<file path="src/rtl/accum_core.sv">
// accum_core: 8-bit accumulator CPU, two clocks per instruction (FETCH then EXEC).
// input_ins only feeds next-state logic, so every output is a register.
module accum_core (
  input  logic       clk,
  input  logic       CLB,
  input  logic [7:0] input_ins,
  output logic [7:0] pc,
  output logic [7:0] accum_value
);
  typedef enum logic {FETCH = 1'b0, EXEC = 1'b1} state_t;
  typedef enum logic [3:0] {
    OP_NOP = 4'h0, OP_LDI = 4'h1, OP_LDH = 4'h2, OP_ADD = 4'h3,
    OP_SUB = 4'h4, OP_AND = 4'h5, OP_OR  = 4'h6, OP_XOR = 4'h7,
    OP_SHL = 4'h8, OP_SHR = 4'h9, OP_NOT = 4'hA, OP_JMP = 4'hB,
    OP_JZ  = 4'hC, OP_JNZ = 4'hD, OP_JC  = 4'hE, OP_HLT = 4'hF
  } op_t;

  state_t     state, state_nxt;
  op_t        op;
  logic [3:0] imm;
  logic [7:0] acc, acc_nxt, pc_nxt;
  logic       c, c_nxt;
  logic [7:0] imm_z, rel, pc_inc, pc_tgt;
  logic [8:0] sum, diff;

  assign op     = op_t'(input_ins[7:4]);
  assign imm    = input_ins[3:0];
  assign imm_z  = {4'h0, imm};
  assign rel    = {{4{imm[3]}}, imm};
  assign pc_inc = pc + 8'd1;
  assign pc_tgt = pc + rel;
  assign sum    = {1'b0, acc} + {1'b0, imm_z};
  // bit 8 of the 9-bit difference is the borrow, i.e. acc < imm
  assign diff   = {1'b0, acc} - {1'b0, imm_z};

  always_ff @(posedge clk or negedge CLB) begin
    if (!CLB) begin
      state <= FETCH;
      pc    <= 8'h00;
      acc   <= 8'h00;
      c     <= 1'b0;
    end else begin
      state <= state_nxt;
      pc    <= pc_nxt;
      acc   <= acc_nxt;
      c     <= c_nxt;
    end
  end

  always_comb begin
    state_nxt = state;
    acc_nxt   = acc;
    pc_nxt    = pc;
    c_nxt     = c;
    case (state)
      FETCH: state_nxt = EXEC;
      EXEC: begin
        state_nxt = FETCH;
        pc_nxt    = pc_inc;
        case (op)
          OP_NOP: ;
          OP_LDI: acc_nxt = imm_z;
          OP_LDH: acc_nxt = {imm, acc[3:0]};
          OP_ADD: {c_nxt, acc_nxt} = sum;
          OP_SUB: {c_nxt, acc_nxt} = diff;
          OP_AND: acc_nxt = acc & imm_z;
          OP_OR:  acc_nxt = acc | imm_z;
          OP_XOR: acc_nxt = acc ^ imm_z;
          OP_SHL: acc_nxt = acc << imm[2:0];
          OP_SHR: acc_nxt = acc >> imm[2:0];
          OP_NOT: acc_nxt = ~acc;
          OP_JMP: pc_nxt = pc_tgt;
          OP_JZ:  if (acc == 8'h00) pc_nxt = pc_tgt;
          OP_JNZ: if (acc != 8'h00) pc_nxt = pc_tgt;
          OP_JC:  if (c) pc_nxt = pc_tgt;
          OP_HLT: pc_nxt = pc;
        endcase
      end
    endcase
  end

  assign accum_value = acc;
endmodule

</file>
<file path="config.mk">
export PLATFORM = sky130hd
export DESIGN_NAME = accum_core
export DESIGN_NICKNAME = d
export VERILOG_FILES = /design/src/rtl/accum_core.sv
export SDC_FILE = /design/constraint.sdc
export NUM_CORES = 1
export LEC_CHECK = 0
export ABC_CLOCK_PERIOD_IN_PS = 3900
export CORE_MARGIN = 5
export CORE_UTILIZATION = 35
export DETAILED_ROUTE_END_ITERATION = 7
export DONT_BUFFER_PORTS = 1
export PLACE_DENSITY = 0.59
export SYNTH_ARGS = -nofsm -noshare
export SYNTH_HDL_FRONTEND = slang
export SYNTH_SLANG_ARGS = --single-unit
export TNS_END_PERCENT = 100
</file>
<file path="constraint.sdc">
create_clock -name clk -period 3.9 [get_ports clk]
set_input_delay 0.39 -clock clk [delete_from_list [all_inputs] [get_ports clk]]
set_output_delay 0.39 -clock clk [all_outputs]
set_load 0.02 [all_outputs]
</file>
Word-level counts from Yosys, hierarchy flattened
Cells that the tools add are included.
Operators by class
  muxes and demuxes: 7
  equal/unequal tests: 15
  add/subtract/negate cells: 4
  reduce and logical (&&, ||, !) cells: 9
  bitwise gates (word level): 7
  shift-type cells: 2
Operators by type and width (number)
  $pmux W8 S10: 1
  $pmux W8 S5: 1
  $eq A4 B4 Y1 const B: 8
  $mux W8: 3
  $eq A4 B3 Y1 const B: 4
  $reduce_bool A10 Y1: 1
  $add A8 B4 Y9: 1
  $reduce_bool A9 Y1: 1
  $sub A8 B4 Y9: 1
  $add A8 B1 Y8 const B: 1
  $add A8 B8 Y8: 1
  $and A8 B4 Y8: 1
  $eq A4 B2 Y1 const B: 2
  $logic_not A8 Y1: 1
  $not A8 Y8: 1
  $or A8 B4 Y8: 1
  $reduce_bool A8 Y1: 1
  $shl A8 B3 Y8: 1
  $shr A8 B3 Y8: 1
  $xor A8 B4 Y8: 1
  $reduce_and A2 Y1: 3
  $eq A4 B1 Y1 const B: 1
  $pmux W1 S2: 2
  $not A1 Y1: 3
  2 further kinds: 2
Word-level totals
  bits in registers: 18
  output and inout port bits: 16

Logic depth before layout (Yosys ltp)
Gate-level depths: netlist of the first run.
  depth after elaboration: 3
  mapped depth: 10

Least setup slack after synthesis of the first run
OpenSTA, ideal clock, no wires.
  kind: input to register
  start point: input input_ins[1]
  end point: register acc[6] (netlist: accum_value[6])
  setup time: 0.129 ns
  data arrival time: 2.275 ns
  path buffers: 2
  slack: 1.496 ns
  stages on the path: 9
  cells stage by stage: buf_2 -> buf_2 -> inv_1 -> fa_1 -> o21bai_1 -> a32o_1 -> mux2i_1 -> a31oi_1 -> a2111o_1
Between the ends
  longest elaborated chain between the ends: 2
RTL lines
  start, declared: line 6  | input logic [7:0] input_ins,
  $sub A8 B4 Y9 (tied with other cells): line 34  | assign diff = {1'b0, acc} - {1'b0, imm_z};
  $pmux W8 S10 (*): line 60  | case (op)
  end signal, assigned: line 45  | acc <= acc_nxt;
  end, declared: line 21  | logic [7:0] acc, acc_nxt, pc_nxt;
Mark *: on every way between the ends. The rest lies on a longest branch, timed or not.
A chain may end at the register's enable or synchronous reset.

Worst setup path in the final report of the first run
  start point: register acc[3] (netlist: accum_value[3])
  end point: register acc[7] (netlist: accum_value[7])
Between the ends
  longest elaborated chain between the ends: 2
RTL lines (line)
  $sub A8 B4 Y9 (tied with other cells): 34
  $pmux W8 S10 (*): 60
Marked as above.

==> results by group, run 1 <==
Run status
  – Status: complete, no violations

Timing
  – Final min period: 2812 ps
  – Fmax: 355.6 MHz
  – Slew headroom: 32.93%
  – Period utilization: 72.10%
  – Fin Hold WS: 327.7 ps
  – Final clock skew: 2.121 ps
  – Final setup fails: 0
  – Final Max Tran Viols: 0
  – Fin. Hold Viols: 0
  – RSZ-0062 raised after global routing: false
  – Setup ws final: 1088 ps
  – Sum Neg Setup Slack: 0 ps
  – Least-Margin Pin Slew: 1003 ps

Synth
  – Syn Inst Count: 354
  – EDFF count, synth: 0
  – Post-Synthesis Cell Area: 0.002798 mm^2
  – Async set-reset flop share out of synthesis: 100.0%
  – Most frequent cell after synthesis: nor2_1
  – Post-synth top area cell: dfrtp_1
  – Synth top area cells: dfrtp_1 (16%), ha_1 (9.4%), mux4_2 (7.2%)
  – Synth top area share: 16.10%
  – Syn_nets: 388
  – Primary FF master, synth: dfrtp_1
  – Sequential area share after synthesis: 16.10%
  – #FFs+latches synth: 18
  – Synth top cells by count: nor2_1 (33), a21oi_1 (32), nand2_1 (23), ha_1 (21), o21ai_0 (21)
  – Post-synth cell types: 67
  – Syn avg cell area: 7.903 um^2
  – Total number of yosys warnings: 0

Floorplanning
  – Core region area: 0.007767 mm^2
  – Starting Density: 36.02%
  – Die height: 99.41 um
  – Die ar.: 0.009881 mm^2
  – Top Ports: 26
  – Die width: 99.41 um
  – FP Rows: 32

Drt
  – DR top layer: met4
  – Via count: 2655
  – Via/cell ratio: 6.103
  – Residual DRC: 0
  – DR pass1 iterations: 4
  – Routed wire length: 8167 um
  – Met1 WL: 3712 um
  – Routed wl met2: 3806 um
  – DR WL met3: 501 um
  – Post-route ant nets: 0
  – Iter 0 DRT Violations: 211
  – Avg WL per Cell: 18.77 um

CTS
  – Clock root cell: clkbuf_8
  – Skew-Pair Late Insertion Delay: 260 ps
  – CTS tree: yes
  – TritonCTS buffer count: 3
  – Sink Count: 18
  – Bufs on Longest Clock Path: 2
  – Post-CTS setup buffer count: 0
  – H-Tree Depth: 1
  – CTS clock-pin slew for the worst setup and hold paths: 80 ps

Placement
  – DP Worst Slack: 1117 ps
  – Final Wtd Congestion: 0.8629
  – Post-Place Cells: 430
  – PortBufs: 0
  – HPWL Detailed: 5919 um

Worst setup path
  – Worst r2r src: accum_value[3]
  – CP startpoint: accum_value[3]
  – CP required: 4050 ps
  – Critical Path AT: 2960 ps
  – Setup Crit Path Kind: flip-flop to flip-flop
  – Setup crit end kind: flip-flop
  – Worst-path fanout max: 13
  – Setup crit start kind: flip-flop

Flow run
  – Max Cap Viol: 0

GRT
  – Global-route wire length before repair: 13890 um
  – Vias in the first global route: 2601
  – Initial antenna violation count: 0
  – Largest net degree at the start of global routing: 36
  – Total Routing Usage GR: 17.02%
  – Total grt overflow: 0

Hold path
  – Hold crit path type: input pin to flip-flop
  – Hold path startpoint: input_ins[1]

Finish
  – Share of cells above drive strength 1: 7.808%
  – Fill count: 815
  – Ant diodes: 0
  – Layout Cells excl Fill: 435
  – Reg area: 450.4 um^2
  – Layout area overhead: 2.147%
  – Multi-input gate area: 0.002132 mm^2
  – Nets@finish: 368

Power and ir drop
  – Tot Pwr: 1.237 mW
  – PwrDens: 432.9 mW/mm^2
  – Lkg Pwr: 1.118 nW
  – VDD IR-drop max: 0.3096 mV
where the power goes:
group	internal [mW]	switching (mW)	total, mW
sequential	0.242	0.195	0.437
clock	0.0900	0.0733	0.163
combinational	0.303	0.334	0.637
layout by cell type, fill, tap and decap left out, types with 5 or more instances in the layout:
master	n
a211oi_1	5
a21oi_1	32
dfrtp_1	18
ha_1	21
inv_1	20
mux2i_1	8
mux4_2	9
nand2_1	23
nand2b_1	6
nand3_1	9
nor2_1	33
nor2b_1	7
nor3_1	7
o21ai_0	21
o21ai_1	7
o21bai_1	8
xnor2_1	8
final cells by class:
class                   instances  area share [%]
well taps                     102           4.466
repair buffers                  2          0.6130
inverters                      20           2.627
clock buffers                   4           1.926
multi-input cells             289           74.61
flip-flops and latches         18           15.76
per-stage QoR:
step	instance area (um^2)	utilization [%]
6_report	2858	36.79
4_1_cts	2858	36.79
3_5_place_dp	2793	35.95
2_1_floorplan	2798	-
3_3_place_gp	2793	35.95
5_1_grt	2858	36.79
sequential cells by signal, indices dropped and copies added (netlist names):
register,flops
state,1
c,1
pc,8
accum_value,8
critical path, cell delays in order, from the launching register on:
cell and delay (ps):
dfrtp_1 750, inv_1 180, ha_1 480, inv_1 130, o31ai_1 510, nand4_1 180, xnor2_1 170, a32oi_1 210
nand3_1 100
path summary, 6_finish.rpt:
kind | end | slack [ps] | depth (start not counted)
setup / recovery | accum_value[7] | 1090 | 8
hold / removal | accum_value[1] | 330 | 2
setup reg to reg | accum_value[7] | 1090 | 8
hold reg to reg | c | 530 | 2
max in group asynchronous | pc[6] | 2550 | 1
min in group asynchronous | accum_value[6] | 740 | 1
per-layer routing:
| metal | vias up | track usage [%] |
|---|---|---|
| li1 | 1272 | - |
| met1 | 1283 | 23.46 |
| met2 | 88 | 27.17 |
| met3 | 12 | 3.366 |
| met4 | 0 | 4.517 |
| met5 | - | 0 |
what timing repair did:
action | in CTS | in global routing
hold buffers | 1 | 0
hold endpoints to repair | 18 | 0
gates resized for setup | 0 | 0
cells by family (layout without fill, tap and decap cells):
group / after synthesis / after routing / synth area share (%)
adders and majority gates: 24 / 24 / 11.54
AOI/OAI and AO/OA: 115 / 115 / 27.24
and+or+nand+nor: 118 / 118 / 22.27
xor gates and xnor gates: 11 / 11 / 3.444
muxes: 21 / 21 / 11.72
DFF: 18 / 18 / 16.10
buffers and inverters: 47 / 26 / 7.692
(Power assumes the default switching activity.)
==> inputs of run 2 (changes only) <==
--- a/config.mk
+++ b/config.mk
@@ -5,12 +5,12 @@
 export SDC_FILE = /design/constraint.sdc
 export NUM_CORES = 1
 export LEC_CHECK = 0
-export ABC_CLOCK_PERIOD_IN_PS = 3900
+export ABC_CLOCK_PERIOD_IN_PS = 2500
 export CORE_MARGIN = 5
 export CORE_UTILIZATION = 35
 export DETAILED_ROUTE_END_ITERATION = 7
 export DONT_BUFFER_PORTS = 1
-export PLACE_DENSITY = 0.59
+export PLACE_DENSITY = 0.61
 export SYNTH_ARGS = -nofsm -noshare
 export SYNTH_HDL_FRONTEND = slang
 export SYNTH_SLANG_ARGS = --single-unit
==> constraint.sdc (replaced) <==
create_clock -name clk -period 2.5 [get_ports clk]
set_input_delay 0.25 -clock clk [delete_from_list [all_inputs] [get_ports clk]]
set_output_delay 0.25 -clock clk [all_outputs]
set_load 0.02 [all_outputs]
==> run 2 against run 1 <==
Compared with the run above: die area unchanged; routed wire length decreased by 1.0%; sequential power increased by 17%; utilization increased by 1.6 points; cell count increased by 3.9%; clock-buffer cell count unchanged; non-clock buffer count increased by 17; register-to-register slack got worse by 860 ps; worst setup slack got worse by 860 ps; critical endpoint is now accum_value[6]; combinational power increased by 100%; clock power increased by 64%.
==> results by group, run 2 (synthesis gave the netlist of run 1 again) <==
Run status
  – Status: complete, no violations

Flow run
  – Max Cap Viol: 0

Finish
  – Ant diodes: 0
  – Reg area: 450.4 um^2
  – Layout area overhead: 6.708%
  – Commonest non-fill, non-tap cell in the layout: nor2_1
  – Most frequent cells in the layout: nor2_1 (33), a21oi_1 (32), nand2_1 (23), o21ai_0 (21), ha_1 (21)
  – Multi-input gate area: 0.002132 mm^2
  – Fill count: 832
  – Share of cells above drive strength 1: 12.29%
  – Nets@finish: 385

Timing
  – Fmax: 440.0 MHz
  – Final Max Tran Viols: 0
  – RSZ-0062 raised after global routing: false
  – Final clock skew: 6.944 ps
  – Final setup fails: 0
  – Least-Margin Pin Slew: 972.1 ps
  – Slew headroom: 34.98%
  – Fin. Hold Viols: 0
  – Final min period: 2273 ps
  – Period utilization: 90.91%
  – Sum Neg Setup Slack: 0 ps

Drt
  – Via/cell ratio: 5.967
  – DR pass1 iterations: 4
  – Residual DRC: 0
  – Post-route ant nets: 0
  – Routed wire length: 8085 um
  – Via count: 2697
  – Iter 0 DRT Violations: 175
  – Avg WL per Cell: 17.89 um

CTS
  – Sink Count: 18
  – H-Tree Depth: 1
  – Bufs on Longest Clock Path: 2
  – TritonCTS buffer count: 3
  – Clock root cell: clkbuf_8
  – CTS clock-pin slew for the worst setup and hold paths: 90 ps
  – Post-CTS setup buffer count: 0
  – CTS tree: yes
  – Skew-Pair Late Insertion Delay: 270 ps

Worst setup path
  – Setup crit end kind: flip-flop
  – Setup crit start kind: flip-flop
  – Worst r2r src: accum_value[0]
  – R2r setup slk: 230 ps
  – Crit path to: accum_value[6]
  – Worst-path fanout max: 5
  – CP required: 2660 ps
  – Worst r2r path cells: 9
  – R2R Path End: accum_value[6]
  – Critical Path AT: 2430 ps
  – Setup Crit Path Kind: flip-flop to flip-flop
  – CP startpoint: accum_value[0]

Power and ir drop
  – Logic gate share of total power: 62.2%
  – Sequential power share: 24.9%
  – Internal power: 1.088 mW
  – PwrDens: 690.1 mW/mm^2
  – Lkg Pwr: 1.201 nW
  – Tot Pwr: 2.060 mW
  – Clk network pwr share: 12.9%
  – NetSw: 972.7 uW
  – VDD IR-drop max: 0.4088 mV
  – Sw frac: 47.21%

Floorplanning
  – Starting Density: 36.02%
  – Die height: 99.41 um
  – Die width: 99.41 um
  – FP Rows: 32
  – Die ar.: 0.009881 mm^2
  – Core region area: 0.007767 mm^2
  – Top Ports: 26

Hold path
  – Hold crit path type: input pin to flip-flop
  – Hold path startpoint: input_ins[1]

Placement
  – Final Wtd Congestion: 0.9030
  – HPWL Detailed: 6080 um
  – PortBufs: 0

GRT
  – Global-route wire length before repair: 13680 um
  – Largest net degree at the start of global routing: 36
  – Initial antenna violation count: 0
  – Vias in the first global route: 2671
  – Total Routing Usage GR: 16.94%
  – Total grt overflow: 0
==> run 2: changes by cell type in the layout (fill, tap and decap cells not counted), sizes merged <==
cell and delta:
buf +17
==> run 2: how the worst min path moves through the flow <==
stage                           endpoint  cells past startpoint
final                     accum_value[1]                      2
after floorplan           accum_value[0]                      0
after CTS                 accum_value[1]                      2
after global placement    accum_value[6]                      0
after global routing      accum_value[1]                      2
after detailed placement  accum_value[6]                      0
==> run 2: metal layers <==
metal / up-vias / track usage [%] / routed length, um
met5: - / 0 / 0
met4: 0 / 3.676 / 116
met3: 10 / 3.015 / 440
met2: 82 / 28.51 / 3880
met1: 1296 / 22.68 / 3648
li1: 1309 / - / -
==> run 2: stage by stage <==
| stage | cells | utilization (%) | hold WS (ps) | setup WS [ps] | area (um^2) |
|---|---|---|---|---|---|
| after global placement | 447 | 37.60 | -44.46 | 320.8 | 2920 |
| after floorplan | 354 | - | -45.59 | 184.0 | 2798 |
| after CTS | 452 | 38.43 | 174.6 | 251.3 | 2985 |
| after detailed placement | 447 | 37.60 | -44.55 | 262.0 | 2920 |
| after global routing | 452 | 38.43 | 188.7 | 36.55 | 2985 |
| final | 452 | 38.43 | 178.1 | 227.3 | 2985 |
==> run 2: power groups by stage <==
stage	sequential (mW)	clock (mW)	combinational (mW)
floorplan	0.596	0	0.883
global placement	0.515	0	1.24
detailed placement	0.521	0	1.26
CTS	0.515	0.277	1.28
global route	0.526	0.282	1.44
finish	0.512	0.267	1.28
==> run 2: final cells by class <==
type                            count  share of cell area [%]
Clock buffer                        4                   1.844
Timing Repair Buffer               19                   4.862
Tap cell                          102                   4.275
Sequential cell                    18                   15.09
Inverter                           20                   2.515
Multi-Input combinational cell    289                   71.42
==> run 2: critical path, stage by stage (launching register included) <==
cell,delay [ps]
dfrtp_1,440
inv_1,110
ha_1,170
inv_1,60
fa_1,410
a21oi_1,160
o21bai_1,150
nor3_1,170
o21bai_1,90
a2111o_1,410
==> run 2: timing repair <==
item                                   CTS  global route
hold buffers                             1             0
setup endpoints to repair                0             0
gates resized for setup                  0             0
endpoints found under the hold margin   18             0
